## config.mk

```make
export PLATFORM = sky130hd
export DESIGN_NAME = fetch_ctrl_flat
export DESIGN_NICKNAME = d
export VERILOG_FILES = /design/src/rtl/fetch_ctrl_pkg.sv /design/src/rtl/fetch_ctrl_if.sv /design/src/rtl/inst_queue.sv /design/src/rtl/fetch_ctrl.sv /design/src/flat_wrapper.sv
export SDC_FILE = /design/constraint.sdc
export NUM_CORES = 1
export LEC_CHECK = 0
export ABC_AREA = 1
export CAP_MARGIN = 15
export CORE_ASPECT_RATIO = 1.1
export CORE_MARGIN = 2
export CORE_UTILIZATION = 45
export CTS_CLUSTER_SIZE = 14
export DETAILED_ROUTE_END_ITERATION = 10
export PLACE_DENSITY = 0.62
export SYNTH_ARGS = -nofsm -noshare
export SYNTH_HDL_FRONTEND = slang
export SYNTH_HIERARCHICAL = 1
export SYNTH_SLANG_ARGS = --single-unit
```

## constraint.sdc

```tcl
create_clock -name clk -period 8.3 [get_ports clk]
set_input_delay 1.245 -clock clk [delete_from_list [all_inputs] [get_ports clk]]
set_output_delay 1.245 -clock clk [all_outputs]
set_load 0.01 [all_outputs]
```

## src/rtl/fetch_ctrl_pkg.sv

```systemverilog
// rtl/fetch_ctrl_pkg.sv - shared fetch/decoder constants, FSM encoding and queue entry type
package fetch_ctrl_pkg;

    localparam int INST_ADDR_W = 32;
    localparam int INST_W      = 32;

    typedef logic [INST_ADDR_W-1:0] inst_addr_bus_t;
    typedef logic [INST_W-1:0]      inst_bus_t;

    typedef enum logic [1:0] {
        ST_FETCH = 2'd0,
        ST_WAITQ = 2'd1,
        ST_FLUSH = 2'd2
    } fetch_state_e;

    typedef struct packed {
        inst_addr_bus_t pc;
        inst_bus_t      word;
    } qentry_t;

endpackage

```

## src/rtl/fetch_ctrl_if.sv

```systemverilog
// rtl/fetch_ctrl_if.sv - memory port, decoder handshake and redirect signals of the fetch unit
interface fetch_ctrl_if;
    import fetch_ctrl_pkg::*;

    logic           jumpEn;
    inst_addr_bus_t jumpAddr;
    logic           memReq;
    inst_addr_bus_t memAddr;
    logic           memGnt;
    logic           memDv;
    logic [7:0]     memDout;
    logic           instValid;
    inst_bus_t      inst;
    inst_addr_bus_t instPc;
    logic           decStall;

    modport master (
        input  jumpEn, jumpAddr, memGnt, memDv, memDout, decStall,
        output memReq, memAddr, instValid, inst, instPc
    );

    modport slave (
        output jumpEn, jumpAddr, memGnt, memDv, memDout, decStall,
        input  memReq, memAddr, instValid, inst, instPc
    );

endinterface

```

## src/rtl/inst_queue.sv

```systemverilog
// rtl/inst_queue.sv - power-of-two FIFO of {pc, word} entries with flush and registered head
module inst_queue
    import fetch_ctrl_pkg::*;
#(
    parameter  int DEPTH = 4,
    localparam int PW    = $clog2(DEPTH),
    localparam int CW    = PW + 1
) (
    input  logic          clk,
    input  logic          rst,
    input  logic          flush,
    input  logic          push,
    input  qentry_t       push_data,
    input  logic          pop,
    output qentry_t       head,
    output logic [CW-1:0] count,
    output logic          empty
);

    qentry_t       mem_q [DEPTH];
    qentry_t       mem_d [DEPTH];
    logic [PW-1:0] wr_ptr_q, wr_ptr_d;
    logic [PW-1:0] rd_ptr_q, rd_ptr_d;
    logic [CW-1:0] count_q, count_d;
    logic          full, do_push, do_pop;

    assign empty = (count_q == '0);
    assign full  = (count_q == CW'(DEPTH));
    // A pop in the same cycle frees the slot, so a push into a full queue still lands.
    assign do_pop  = pop && !empty && !flush;
    assign do_push = push && (!full || do_pop) && !flush;

    always_comb begin
        mem_d    = mem_q;
        wr_ptr_d = wr_ptr_q;
        rd_ptr_d = rd_ptr_q;
        count_d  = count_q;
        if (flush) begin
            wr_ptr_d = '0;
            rd_ptr_d = '0;
            count_d  = '0;
        end else begin
            if (do_push) begin
                mem_d[wr_ptr_q] = push_data;
                wr_ptr_d        = wr_ptr_q + PW'(1);
            end
            if (do_pop) begin
                rd_ptr_d = rd_ptr_q + PW'(1);
            end
            count_d = count_q + CW'(do_push) - CW'(do_pop);
        end
    end

    always_ff @(posedge clk) begin
        if (rst) begin
            wr_ptr_q <= '0;
            rd_ptr_q <= '0;
            count_q  <= '0;
        end else begin
            wr_ptr_q <= wr_ptr_d;
            rd_ptr_q <= rd_ptr_d;
            count_q  <= count_d;
        end
    end

    always_ff @(posedge clk) begin
        mem_q <= mem_d;
    end

    assign head  = mem_q[rd_ptr_q];
    assign count = count_q;

endmodule

```

## src/rtl/fetch_ctrl.sv

```systemverilog
// rtl/fetch_ctrl.sv - byte-serial instruction fetch: request FSM, little-endian word assembly, queue
module fetch_ctrl
    import fetch_ctrl_pkg::*;
#(
    parameter int             QDEPTH   = 4,
    parameter inst_addr_bus_t RESET_PC = 32'h0
) (
    input  logic         clk,
    input  logic         rst,
    fetch_ctrl_if.master bus
);

    localparam int          CW = $clog2(QDEPTH) + 1;
    localparam logic [CW:0] QD = (CW+1)'(QDEPTH);

    fetch_state_e   state_q, state_d;
    inst_addr_bus_t fetch_pc_q, fetch_pc_d;
    inst_addr_bus_t req_pc_q, req_pc_d;
    logic [1:0]     byte_cnt_q, byte_cnt_d;
    logic [1:0]     req_k_q, req_k_d;
    logic           dv_exp_q, dv_exp_d;
    inst_bus_t      asm_q, asm_d;

    logic          mem_req, accept, byte_in, last_pend, room;
    inst_bus_t     asm_merge;
    logic          q_push, q_pop, q_flush, q_empty;
    qentry_t       q_din, q_head;
    logic [CW-1:0] q_count;

    inst_queue #(.DEPTH(QDEPTH)) u_queue (
        .clk       (clk),
        .rst       (rst),
        .flush     (q_flush),
        .push      (q_push),
        .push_data (q_din),
        .pop       (q_pop),
        .head      (q_head),
        .count     (q_count),
        .empty     (q_empty)
    );

    // dv_exp_q marks the cycle a byte is owed to us; stale bytes after reset or a redirect fall outside it.
    assign accept    = mem_req && bus.memGnt;
    assign byte_in   = bus.memDv && dv_exp_q;
    assign last_pend = dv_exp_q && (req_k_q == 2'd3);
    // The word whose last byte is returning still owns a slot until it is pushed.
    assign room      = ({1'b0, q_count} + {{CW{1'b0}}, last_pend}) < QD;
    assign mem_req   = !rst && (state_q == ST_FETCH) && ((byte_cnt_q != 2'd0) || room);

    always_comb begin
        asm_merge = asm_q;
        asm_merge[{req_k_q, 3'b000} +: 8] = bus.memDout;
    end

    always_comb begin
        state_d    = state_q;
        fetch_pc_d = fetch_pc_q;
        byte_cnt_d = byte_cnt_q;
        req_pc_d   = req_pc_q;
        req_k_d    = req_k_q;
        dv_exp_d   = accept;
        asm_d      = byte_in ? asm_merge : asm_q;
        q_push     = byte_in && (req_k_q == 2'd3);
        q_pop      = !q_empty && !bus.decStall;
        q_flush    = 1'b0;
        q_din      = '{pc: req_pc_q, word: asm_merge};

        if (accept) begin
            req_pc_d   = fetch_pc_q;
            req_k_d    = byte_cnt_q;
            byte_cnt_d = byte_cnt_q + 2'd1;
            if (byte_cnt_q == 2'd3) begin
                fetch_pc_d = fetch_pc_q + 32'd4;
            end
        end

        case (state_q)
            ST_FETCH: begin
                if (byte_cnt_q == 2'd0 && !room && !q_pop) begin
                    state_d = ST_WAITQ;
                end
            end
            ST_WAITQ: begin
                if (q_pop) begin
                    state_d = ST_FETCH;
                end
            end
            ST_FLUSH: state_d = ST_FETCH;
            default:  state_d = ST_FETCH;
        endcase

        if (bus.jumpEn) begin
            fetch_pc_d = bus.jumpAddr;
            byte_cnt_d = 2'd0;
            dv_exp_d   = 1'b0;
            asm_d      = '0;
            q_push     = 1'b0;
            q_pop      = 1'b0;
            q_flush    = 1'b1;
            state_d    = (accept || state_q == ST_FLUSH) ? ST_FLUSH : ST_FETCH;
        end
    end

    always_ff @(posedge clk) begin
        if (rst) begin
            state_q    <= ST_FETCH;
            fetch_pc_q <= RESET_PC;
            byte_cnt_q <= 2'd0;
            req_pc_q   <= '0;
            req_k_q    <= 2'd0;
            dv_exp_q   <= 1'b0;
            asm_q      <= '0;
        end else begin
            state_q    <= state_d;
            fetch_pc_q <= fetch_pc_d;
            byte_cnt_q <= byte_cnt_d;
            req_pc_q   <= req_pc_d;
            req_k_q    <= req_k_d;
            dv_exp_q   <= dv_exp_d;
            asm_q      <= asm_d;
        end
    end

    assign bus.memReq    = mem_req;
    assign bus.memAddr   = fetch_pc_q + {30'd0, byte_cnt_q};
    assign bus.instValid = !q_empty;
    assign bus.inst      = q_head.word;
    assign bus.instPc    = q_head.pc;

endmodule

```

## src/flat_wrapper.sv

```systemverilog
// flat-port wrapper written by rule: the top's interface ports become plain ports
module fetch_ctrl_flat import fetch_ctrl_pkg::*;
#(
    parameter int             QDEPTH   = 4,
    parameter inst_addr_bus_t RESET_PC = 32'h0
)
  (clk, rst, bus_jumpEn, bus_jumpAddr, bus_memGnt, bus_memDv, bus_memDout, bus_decStall, bus_memReq, bus_memAddr, bus_instValid, bus_inst, bus_instPc);
  fetch_ctrl_if bus_i ();
  input  logic clk;
  input  logic rst;
  input wire logic [$bits(bus_i.jumpEn)-1:0] bus_jumpEn;
  input wire logic [$bits(bus_i.jumpAddr)-1:0] bus_jumpAddr;
  input wire logic [$bits(bus_i.memGnt)-1:0] bus_memGnt;
  input wire logic [$bits(bus_i.memDv)-1:0] bus_memDv;
  input wire logic [$bits(bus_i.memDout)-1:0] bus_memDout;
  input wire logic [$bits(bus_i.decStall)-1:0] bus_decStall;
  output wire logic [$bits(bus_i.memReq)-1:0] bus_memReq;
  output wire logic [$bits(bus_i.memAddr)-1:0] bus_memAddr;
  output wire logic [$bits(bus_i.instValid)-1:0] bus_instValid;
  output wire logic [$bits(bus_i.inst)-1:0] bus_inst;
  output wire logic [$bits(bus_i.instPc)-1:0] bus_instPc;
  assign bus_i.jumpEn = bus_jumpEn;
  assign bus_i.jumpAddr = bus_jumpAddr;
  assign bus_i.memGnt = bus_memGnt;
  assign bus_i.memDv = bus_memDv;
  assign bus_i.memDout = bus_memDout;
  assign bus_i.decStall = bus_decStall;
  assign bus_memReq = bus_i.memReq;
  assign bus_memAddr = bus_i.memAddr;
  assign bus_instValid = bus_i.instValid;
  assign bus_inst = bus_i.inst;
  assign bus_instPc = bus_i.instPc;
  fetch_ctrl #(.QDEPTH(QDEPTH), .RESET_PC(RESET_PC)) u_core (.clk(clk), .rst(rst), .bus(bus_i));
endmodule
```

==> results.md, run 1 <==
- Cts-stage hold buffer count: 0
- Pwr dens: 202 mW/mm²
- Synth warn: 6
- Status: completed
- Clock Skews: 12.3 ps
- Area grow syn2layout: 18.0%
- Post-synth EDFFs: 256
- Critical Path AT: 3450 ps
- Crit Path Class: reg -> out
- Synth cell types: 42
- DRC: 0
- Boundary pin count: approximately 140
- Drt wl/cell: around 18 µm
- First-pass GRT wire length: between 60000 and 70000 µm
- Final setup violation count: 0
- GRT Total Usage: around 22%
- Core Rows: between 70 and 80
- Crit. End Element: primary output
- Mapped Nets: 1663
- Detail Route Antenna Nets: 0
- Setup crit start: u_core/u_queue/rd_ptr_q[0]
- Synth Area in XOR/XNOR: under 10%
- Largest family of logic cells by synthesized area: simple AND/OR/NAND/NOR gates
- Setup Buffers After CTS: 0
- Peak supply drop: 0.000134 V
- Worst-Skew Late Latency: around 520 ps
- Cell area after layout: 0.0188 mm²
- Num CTS Buffers: 38
- Async set or reset register ratio after synthesis: 0%
- Crit share post-route: 56.6%
- Global route overflow: 0
- DR pass1 iterations: 5
- # nets final: 1774
- Maximum fanout along the worst path: 83
- Max-slew violations: 0
- Mux contribution to synthesized area: 0.189%
- Fmax: about 0.21 GHz
- Slew margin rel.: 24.3%
- Vias post-DR: about 12000
- Area of the mapped netlist: roughly 0.016 mm²
- RePlAce Congestion: 0.932
- Vias in the first global route: between 10000 and 15000
- Initial antenna violation count: 0
- CTS root buffer: clkbuf_16
- First-iteration detailed-routing DRC count: 1001
- Maximum buffer depth of the clock tree: 3
- Dpl hpwl: 26000 µm
- Antenna diodes: 0
- Critical Path Start Type: flip-flop
- Core area: 0.0350 mm²
- Reg2reg start: u_core/req_k_q[0]
- HP Class: reg -> reg
- Max cap viols: 0
- Clock-pin slew on the worst setup and hold paths: 60 ps
- CTS H-tree lvls: 2
- Die ar.: approximately 0.037 mm²
- Die width: 183 µm
- Starting density of the core: 45.4%
- Sequential fraction of the synthesis area: between 60% and 70%
- Worst-Margin Slew: 1130 ps
- Clock Sinks: 366
- Chip Height: roughly 200 µm
- CTS tree: built
- Synth Area in Adders: 1.51%
- Fin Hold WS: 468 ps
- Share of cells above drive strength 1: 6.61%
- Compound-Gate Fraction of Synth Area: 12.6%
- WP data required: just over 7000 ps
- Main synth FF type: edfxtp_1
- Synthesized flop and latch total: 366
- Fin crit period: 4700 ps
- I/O Buffers: around 140
- Post-Syn Instances: 1599
- Final Util: a little over half
- Lkg Pwr: 6.84 nW
- Post-CTS resize count: 0
- Largest net degree at the start of global routing: 84
- Hold Vio Cnt, Final: 0
- Post-Syn Area per Cell: 9.95 µm²
- Post-Synth Simple-Gate Area: between 10% and 20%
- Hold path startpoint: u_core/asm_q[24]
- Fin Setup TNS: 0 ps
- RSZ-0062 raised after global routing: no
- Area after DPL: roughly 0.018 mm²
- Vias per std cell: 5.39
- Post-Route WL: just over 40000 µm
-- power by group --
part | internal (mW) | leakage, nW | switching (mW)
Clock | 0.961 | 0.591 | 0.679
Combinational | 0.0657 | 3.03 | 0.0958
Sequential | 1.97 | 3.21 | 0.0299
Total | 2.99 | 6.84 | 0.805
-- final cells by class --
class	instances	area (µm²)
fill	3061	16300
sequential	366	9890
multi-input combinational	1002	5030
timing repair buffer	156	1540
clock buffer	54	1060
tap	444	556
inverter	146	551
clock inverter	15	143
-- placed cells by master, fill, tap and decap left out, drive strengths merged --
| cell type | count |
|---|---|
| and2 | 1 |
| xnor2 | 4 |
| o32ai | 5 |
| buf | 14 |
| nand3 | 56 |
| nand3b | 1 |
| clkinvlp | 1 |
| clkinv | 12 |
| o21ai | 177 |
| a21boi | 1 |
| o211ai | 24 |
| o22ai | 91 |
| a21oi | 62 |
| bufinv | 2 |
| nor3 | 4 |
| clkbuf | 54 |
| ha | 16 |
| xor2 | 26 |
| and3 | 1 |
| mux2i | 3 |
| nor2 | 230 |
| dfxtp | 110 |
| nand4 | 6 |
| or2 | 1 |
| a211oi | 2 |
| inv | 146 |
| clkdlybuf4s50 | 142 |
| nand2 | 289 |
| fa | 2 |
| edfxtp | 256 |
-- kinds of logic after synthesis --
logic type / after synthesis
buffers and inverters: 231
AOI/OAI and AO/OA: 362
adders and majority gates: 18
and+or+nand+nor: 589
xor gates and xnor gates: 30
muxes: 3
DFF: 366
-- metal layers --
metal	track usage, %	up-vias	share of wire [%]
met1	29.2	5592	42
li1	-	5690	-
met3	3.37	74	6.2
met2	36.5	401	48
met4	7.71	0	3.4
met5	0	-	0
-- path summary, 6_finish.rpt --
check	to	slack, ps	cells past startpoint
hold / removal	u_core/asm_q[24]	470	2
setup / recovery	bus_instPc[16]	3600	5
setup reg to reg	u_core/u_queue/mem_q[161]	4480	8
hold reg to reg	u_core/asm_q[24]	470	2
-- worst max-delay path: stages (launching register included) --
cell and delay (ps):
dfxtp_4 510, inv_4 450, buf_4 770, o21ai_0 160, o22ai_1 320, clkdlybuf4s50_1 610
-- state kept, by name, summed over array words and instances, names as in the netlist --
name                     flops
u_core/u_queue/mem_q       256
u_core/u_queue/rd_ptr_q      2
u_core/byte_cnt_q            2
u_core/dv_exp_q              1
u_core/req_k_q               2
u_core/u_queue/wr_ptr_q      2
u_core/u_queue/count         3
u_core/fetch_pc_q           32
u_core/asm_q                32
u_core/state_q               2
u_core/req_pc_q             32
-- cells in the mapped netlist, types with 4 or more instances --
cell type / count / area share (%)
clkbuf_1: 39 / 0.92
o32ai_1: 5 / 0.28
nand3_1: 54 / 1.7
buf_2: 26 / 0.82
o21ai_1: 31 / 0.97
nand4_1: 5 / 0.20
xor2_1: 26 / 1.4
buf_6: 11 / 0.78
nor2_1: 217 / 5.1
ha_1: 16 / 1.3
xnor2_1: 4 / 0.22
nand2_2: 11 / 0.43
inv_2: 7 / 0.17
o21ai_0: 146 / 4.6
nor2_2: 7 / 0.28
nor2_4: 6 / 0.42
o22ai_1: 91 / 3.6
buf_4: 6 / 0.28
nand2_1: 278 / 6.6
edfxtp_1: 256 / 48
dfxtp_1: 110 / 14
inv_1: 135 / 3.2
o211ai_1: 24 / 1.1
a21oi_1: 62 / 1.9
-- stage by stage --
| step | power (mW) | instances | worst slack (ps) |
|---|---|---|---|
| global placement | 2.19 | 2113 | 3200 |
| finish | 3.80 | 2183 | 3600 |
| floorplan | 2.11 | 1599 | 2820 |
| global route | 3.93 | 2183 | 3340 |
| detailed placement | 2.19 | 2113 | 3160 |
| CTS | 3.83 | 2182 | 3590 |
(Power assumes the default switching activity.)
==> run 2, diff against run 1 <==
--- a/config.mk
+++ b/config.mk
@@ -12,7 +12,7 @@
 export CORE_UTILIZATION = 45
 export CTS_CLUSTER_SIZE = 14
 export DETAILED_ROUTE_END_ITERATION = 10
-export PLACE_DENSITY = 0.62
+export PLACE_DENSITY = 0.64
 export SYNTH_ARGS = -nofsm -noshare
 export SYNTH_HDL_FRONTEND = slang
 export SYNTH_HIERARCHICAL = 1
==> constraint.sdc (replaced) <==
create_clock -name clk -period 4.1 [get_ports clk]
set_input_delay 0.615 -clock clk [delete_from_list [all_inputs] [get_ports clk]]
set_output_delay 0.615 -clock clk [all_outputs]
set_load 0.01 [all_outputs]
==> run 2 against run 1 <==
Critical path depth is 1 lower. Non-clock buffer count is 5 higher. Worst setup slack worse by 3100 ps. Sequential power is 100% higher. Clock power is 130% higher. Utilization is 0.79 points higher. First-iteration DRC count is 3.0% lower. Die area stayed put. Cell count is 0.37% higher. Via count is 0.60% lower. Highest routed layer unchanged.
==> results.md, run 2 (synthesized netlist as in run 1, its figures left out) <==
- Status: completed
- I/O Buffers: 143 (unchanged)
- Hold path startpoint: u_core/asm_q[31]
- Lkg Pwr: 6.97 nW (+2.0%)
- Fin worst setup slack: 455 ps (-3150 ps)
- Detail Route Antenna Nets: 0 (unchanged)
- Maximum fanout along the worst path: 72 (-13%)
- Max cap viols: 0 (unchanged)
- Commonest non-fill, non-tap cells in the layout: nand2_1, edfxtp_1, nor2_1
- R2r setup slk: 940 ps (-3540 ps)
- HP Class: reg -> reg
- Crit-path cells: buf_4 -> o21ai_0 -> o22ai_1 -> clkdlybuf4s50_1
- Vias post-DR: 11687 (-0.60%)
- RSZ-0062 raised after global routing: no
- Setup Buffers After CTS: 0 (unchanged)
- Boundary pin count: 144 (unchanged)
- Slew margin rel.: 36.9% (+13 points)
- RePlAce Congestion: 0.933 (+0.11%)
- Fin crit period: 3640 ps
- Vias per std cell: 5.33 (-0.96%)
- GR Layer Usage met3: 3.15% (-0.22 points)
- Worst R2R Path Depth: 13 (+5)
- First-pass GRT wire length: 61900 µm (-1.2%)
- CTS root buffer: clkbuf_16
- GRT Total Usage: 21.6% (-0.34 points)
- Dpl hpwl: 25800 µm (-0.83%)
- Critical Path Start Type: flip-flop
- Die ar.: 0.0369 mm² (unchanged)
- Reg2reg start: u_core/req_k_q[0]
- Initial antenna violation count: 1 (+1)
- Met2 GRT Util: 36.4% (-0.16 points)
- Share of cells above drive strength 1: 7.22% (+0.60 points)
- Vias in the first global route: 11176 (+0.41%)
- Non-filler instance count after layout: 2191 (+0.37%)
- Pwr dens: 430 mW/mm² (+110%)
- Final setup violation count: 0 (unchanged)
- Starting density of the core: 45.4% (unchanged)
- Fin Setup TNS: 0 ps (unchanged)
- Worst-Skew Late Latency: 520 ps (about the same)
- Clock Sinks: 366 (unchanged)
- Max-slew violations: 0 (unchanged)
- Total Power: 8.19 mW (+120%)
- DRC: 0 (unchanged)
- Critical Path AT: 3030 ps (-420 ps)
- Drt wl/cell: 18.3 µm (-0.89%)
- End of the worst hold path: u_core/asm_q[31]
- Num CTS Buffers: 39 (+2.6%)
- Maximum buffer depth of the clock tree: 3 (unchanged)
- RR Endpoint: u_core/u_queue/count[2]
- GR peak layer: met2
- Max incr delay on CP: 840 ps (+70 ps)
- Crit. End Element: primary output
- Chip Height: 201 µm (unchanged)
- Area grow syn2layout: 19.8%
- DP Worst Slack: 642 ps (-2520 ps)
- Crit Path Class: reg -> out
- Inst Count DP: 2119 (+0.28%)
- DR pass1 iterations: 5 (unchanged)
- Core area: 0.0350 mm² (unchanged)
- Cts-stage hold buffer count: 0 (unchanged)
- CTS tree: built
- Peak supply drop: 0.000252 V (+87%)
- Post-Route WL: 40100 µm (-0.52%)
- Crit share post-route: 88.9%
- Largest register FFs: 256 (unchanged)
- Fmax: 0.274 GHz
- Largest net degree at the start of global routing: 73 (-13%)
- Global route overflow: 0 (unchanged)
- Clock Skews: 14.1 ps (+1.79 ps)
- Hold path depth: 2 (unchanged)
- Clock-pin slew on the worst setup and hold paths: 60 ps (about the same)
- Slowest stage cell, crit path: dfxtp_4
- Most common cell after layout, fill and taps aside: nand2_1
- Global Route met1 Usage: 29.0% (-0.19 points)
- Core Rows: 72 (unchanged)
- First-iteration detailed-routing DRC count: 971 (-3.0%)
- Die width: 183 µm (unchanged)
- Post-CTS resize count: 0 (unchanged)
- # nets final: 1780 (+0.34%)
- Hold Vio Cnt, Final: 0 (unchanged)
- CTS H-tree lvls: 2 (unchanged)
- WP data required: 3480 ps (-3570 ps)
- Worst-Margin Slew: 947 ps (-186 ps)
- Biggest register: u_core/u_queue/mem_q
## run 2: routing by layer
metal | wire length [µm] | part of all wire [%] | vias to the layer above
met5 | 0 | 0 | -
met4 | 1040 | 2.6 | 0
met3 | 2250 | 5.6 | 63
met2 | 19300 | 48 | 359
met1 | 17500 | 44 | 5547
li1 | - | - | 5718
## run 2: stage by stage
step	hold WS, ps	utilization, %	area, µm²
3_5_place_dp	456	50.3	17600
3_3_place_gp	453	50.3	17600
5_1_grt	486	54.4	19100
6_report	466	54.4	19100
4_1_cts	466	54.4	19100
2_1_floorplan	445	-	15900
## run 2: worst max path at each step
stage,from,to
finish,u_core/u_queue/rd_ptr_q[0],bus_instPc[13]
global route,u_core/byte_cnt_q[1],bus_memAddr[29]
CTS,u_core/u_queue/rd_ptr_q[0],bus_instPc[13]
detailed placement,bus_memDv,u_core/u_queue/count[2]
global placement,bus_memDv,u_core/u_queue/count[2]
floorplan,bus_jumpEn,u_core/u_queue/mem_q[0]
## run 2: cell type report
| cell class | instances | area [µm²] |
|---|---|---|
| Clock inverter | 15 | 280 |
| Timing Repair Buffer | 161 | 1600 |
| Inverter | 146 | 551 |
| Antenna cell | 1 | 2.50 |
| Multi-Input combinational cell | 1002 | 5030 |
| Tap cell | 444 | 556 |
| Fill cell | 3073 | 16000 |
| Sequential cell | 366 | 9890 |
| Clock buffer | 56 | 1140 |
## run 2: power by group
part / leakage (nW) / switching [mW] / internal (mW) / total, mW
registers: 3.21 / 0.0587 / 3.98 / 4.04
logic: 3.06 / 0.198 / 0.134 / 0.332
clock network: 0.694 / 1.38 / 2.44 / 3.82
## run 2: critical path: cells and delay by family (launching register included)
family	cells	cell delay, ps
buffers and inverters	2	1210
flip-flops	1	840
AO/OA/AOI/OAI	2	450
==> run 3, diff against run 2 <==
--- a/config.mk
+++ b/config.mk
@@ -13,6 +13,7 @@
 export CTS_CLUSTER_SIZE = 14
 export DETAILED_ROUTE_END_ITERATION = 10
 export PLACE_DENSITY = 0.64
+export SETUP_SLACK_MARGIN = 0.3
 export SYNTH_ARGS = -nofsm -noshare
 export SYNTH_HDL_FRONTEND = slang
 export SYNTH_HIERARCHICAL = 1
==> run 3 against run 2 <==
Die area unchanged. Worst setup slack improved by 110 ps. Worst hold slack got worse by 0.53 ps. Critical path depth increased by 3. Power about the same. First-iteration DRC count decreased by 4.5%. Via count increased by 0.53%. Global-route usage unchanged. Register-to-register slack about the same. Sequential cell count unchanged. Critical endpoint is now bus_memAddr[16]. Largest cell class unchanged. Largest power group unchanged.
==> results.md, run 3 (synthesized netlist as in run 1, its figures left out) <==
- Core area: 0.0350 mm² (unchanged)
- Biggest register: u_core/u_queue/mem_q
- Maximum buffer depth of the clock tree: 3 (unchanged)
- Clock-pin slew on the worst setup and hold paths: 60 ps (about the same)
- CTS root buffer: clkbuf_16
- DRC: 0 (unchanged)
- Critical Path Start Type: flip-flop
- DP Worst Slack: 642 ps (unchanged)
- Clock Sinks: 366 (unchanged)
- Peak supply drop: 0.000252 V (+0.15%)
- Critical Path Most Common Cell: nand3_1
- Drt wl/cell: 18.5 µm (+1.0%)
- HP Class: reg -> reg
- RSZ-0062 raised after global routing: no
- Status: completed
- Boundary pin count: 144 (unchanged)
- Num CTS Buffers: 39 (unchanged)
- Largest net degree at the start of global routing: 73 (unchanged)
- Die ar.: 0.0369 mm² (unchanged)
- Fmax: 0.283 GHz (+3.0%)
- # nets final: 1781 (+0.056%)
- Worst-Margin Slew: 923 ps (-23.4 ps)
- Core Rows: 72 (unchanged)
- Final Util: 54.5% (+0.082 points)
- Die width: 183 µm (unchanged)
- Crit. End Element: primary output
- Dpl hpwl: 25800 µm (unchanged)
- Max-slew violations: 0 (unchanged)
- Maximum fanout along the worst path: 6 (-92%)
- Post-Route WL: 40500 µm (+1.1%)
- Crit Path Class: reg -> out
- Detail Route Antenna Nets: 0 (unchanged)
- Fin crit period: 3540 ps (-106 ps)
- Chip Height: 201 µm (unchanged)
- Most common cell after layout, fill and taps aside: nand2_1
- Initial antenna violation count: 1 (unchanged)
- Fin worst setup slack: 562 ps (+106 ps)
- CTS H-tree lvls: 2 (unchanged)
- GRT Total Usage: 21.6% (unchanged)
- Crit share post-route: 86.3% (-2.6 points)
- Slowest stage cell, crit path: clkdlybuf4s50_1
- Fin Setup TNS: 0 ps (unchanged)
- Starting density of the core: 45.4% (unchanged)
- Vias in the first global route: 11176 (unchanged)
- Crit-path cells: ha_1 -> nand3_1 -> nor2_1 -> nand4_1 -> nand3_1 -> o21ai_0 -> clkdlybuf4s50_1
- WP data required: 3480 ps (about the same)
- Vias post-DR: 11749 (+0.53%)
- Largest register FFs: 256 (unchanged)
- Inst Count DP: 2119 (unchanged)
- Final setup violation count: 0 (unchanged)
- First-iteration detailed-routing DRC count: 927 (-4.5%)
- Share of cells above drive strength 1: 7.38% (+0.17 points)
- Total Power: 8.19 mW (about the same)
- Non-filler instance count after layout: 2192 (+0.046%)
- Fill count: 3073 (unchanged)
- RePlAce Congestion: 0.933 (unchanged)
- Commonest non-fill, non-tap cells in the layout: nand2_1, edfxtp_1, nor2_1
- Hold Vio Cnt, Final: 0 (unchanged)
- Worst-Skew Late Latency: 520 ps (about the same)
- Cts-stage hold buffer count: 0 (unchanged)
- DR pass1 iterations: 6 (+1)
- Area grow syn2layout: 19.9%
- First-pass GRT wire length: 61900 µm (unchanged)
- Crit path buffers/inverters: 1 (-1)
- Delay-heaviest family, CP: simple AND/OR/NAND/NOR gates
- Slew margin rel.: 38.4% (+1.6 points)
- Global route overflow: 0 (unchanged)
- Clock Skews: 13.4 ps (-0.687 ps)
- Critical Path AT: 2920 ps (-110 ps)
- Max cap viols: 0 (unchanged)
- I/O Buffers: 143 (unchanged)
- Lkg Pwr: 6.98 nW (+0.13%)
- Max incr delay on CP: 500 ps (-340 ps)
- CTS tree: built
- Vias per std cell: 5.36 (+0.48%)
- Pwr dens: 429 mW/mm² (-0.17%)
## run 3: worst register-to-register path, cell delays in order, from the launching register on
cell and delay [ps]:
dfxtp_1 590, ha_1 470, nand2_1 100, nor2_1 100
inv_1 60, nor2_1 220, nand2_1 310, ha_1 380
inv_1 40, ha_1 180, fa_1 360, inv_1 80
and2_1 120, nor2_1 40
## run 3: per-stage QoR
step | hold WS (ps) | area, µm²
finish | 465 | 19100
global route | 486 | 19100
detailed placement | 456 | 17600
global placement | 453 | 17600
CTS | 466 | 19100
floorplan | 445 | 15900
## run 3: power by group
part,switching (mW),internal (mW),total (mW)
Clock,1.38,2.44,3.82
Combinational,0.197,0.134,0.332
Sequential,0.0588,3.98,4.04
## run 3: worst paths after layout
path	startpoint	end	slack [ps]	cells past startpoint
max reg2reg	u_core/req_k_q[0]	u_core/u_queue/count[2]	930	13
max	u_core/fetch_pc_q[2]	bus_memAddr[16]	560	7
min reg2reg	u_core/asm_q[31]	u_core/asm_q[31]	470	2
min	u_core/asm_q[31]	u_core/asm_q[31]	470	2
## run 3: layer usage
layer  global-route usage (%)  vias up  share of wire (%)
li1                         -     5712                  -
met1                     29.0     5572                 43
met2                     36.4      399                 48
met3                     3.15       66                6.0
met4                     6.40        0                2.5
met5                        0        -                  0
## run 3: timing repair
action                                  4_1_cts  5_1_grt
setup buffers                                 0        1
endpoints found under the setup margin        0        9
gates resized for setup                       0        2
## run 3: area by class of cell
type                            instances  area (µm²)  share of cell area (%)
Antenna cell                            1        2.50                  0.0131
Inverter                              146         551                    2.88
Multi-Input combinational cell       1002        5040                    26.4
Timing Repair Buffer                  162        1620                    8.48
Tap cell                              444         556                    2.91
Sequential cell                       366        9890                    51.8
Clock buffer                           56        1140                    5.98
Clock inverter                         15         280                    1.47
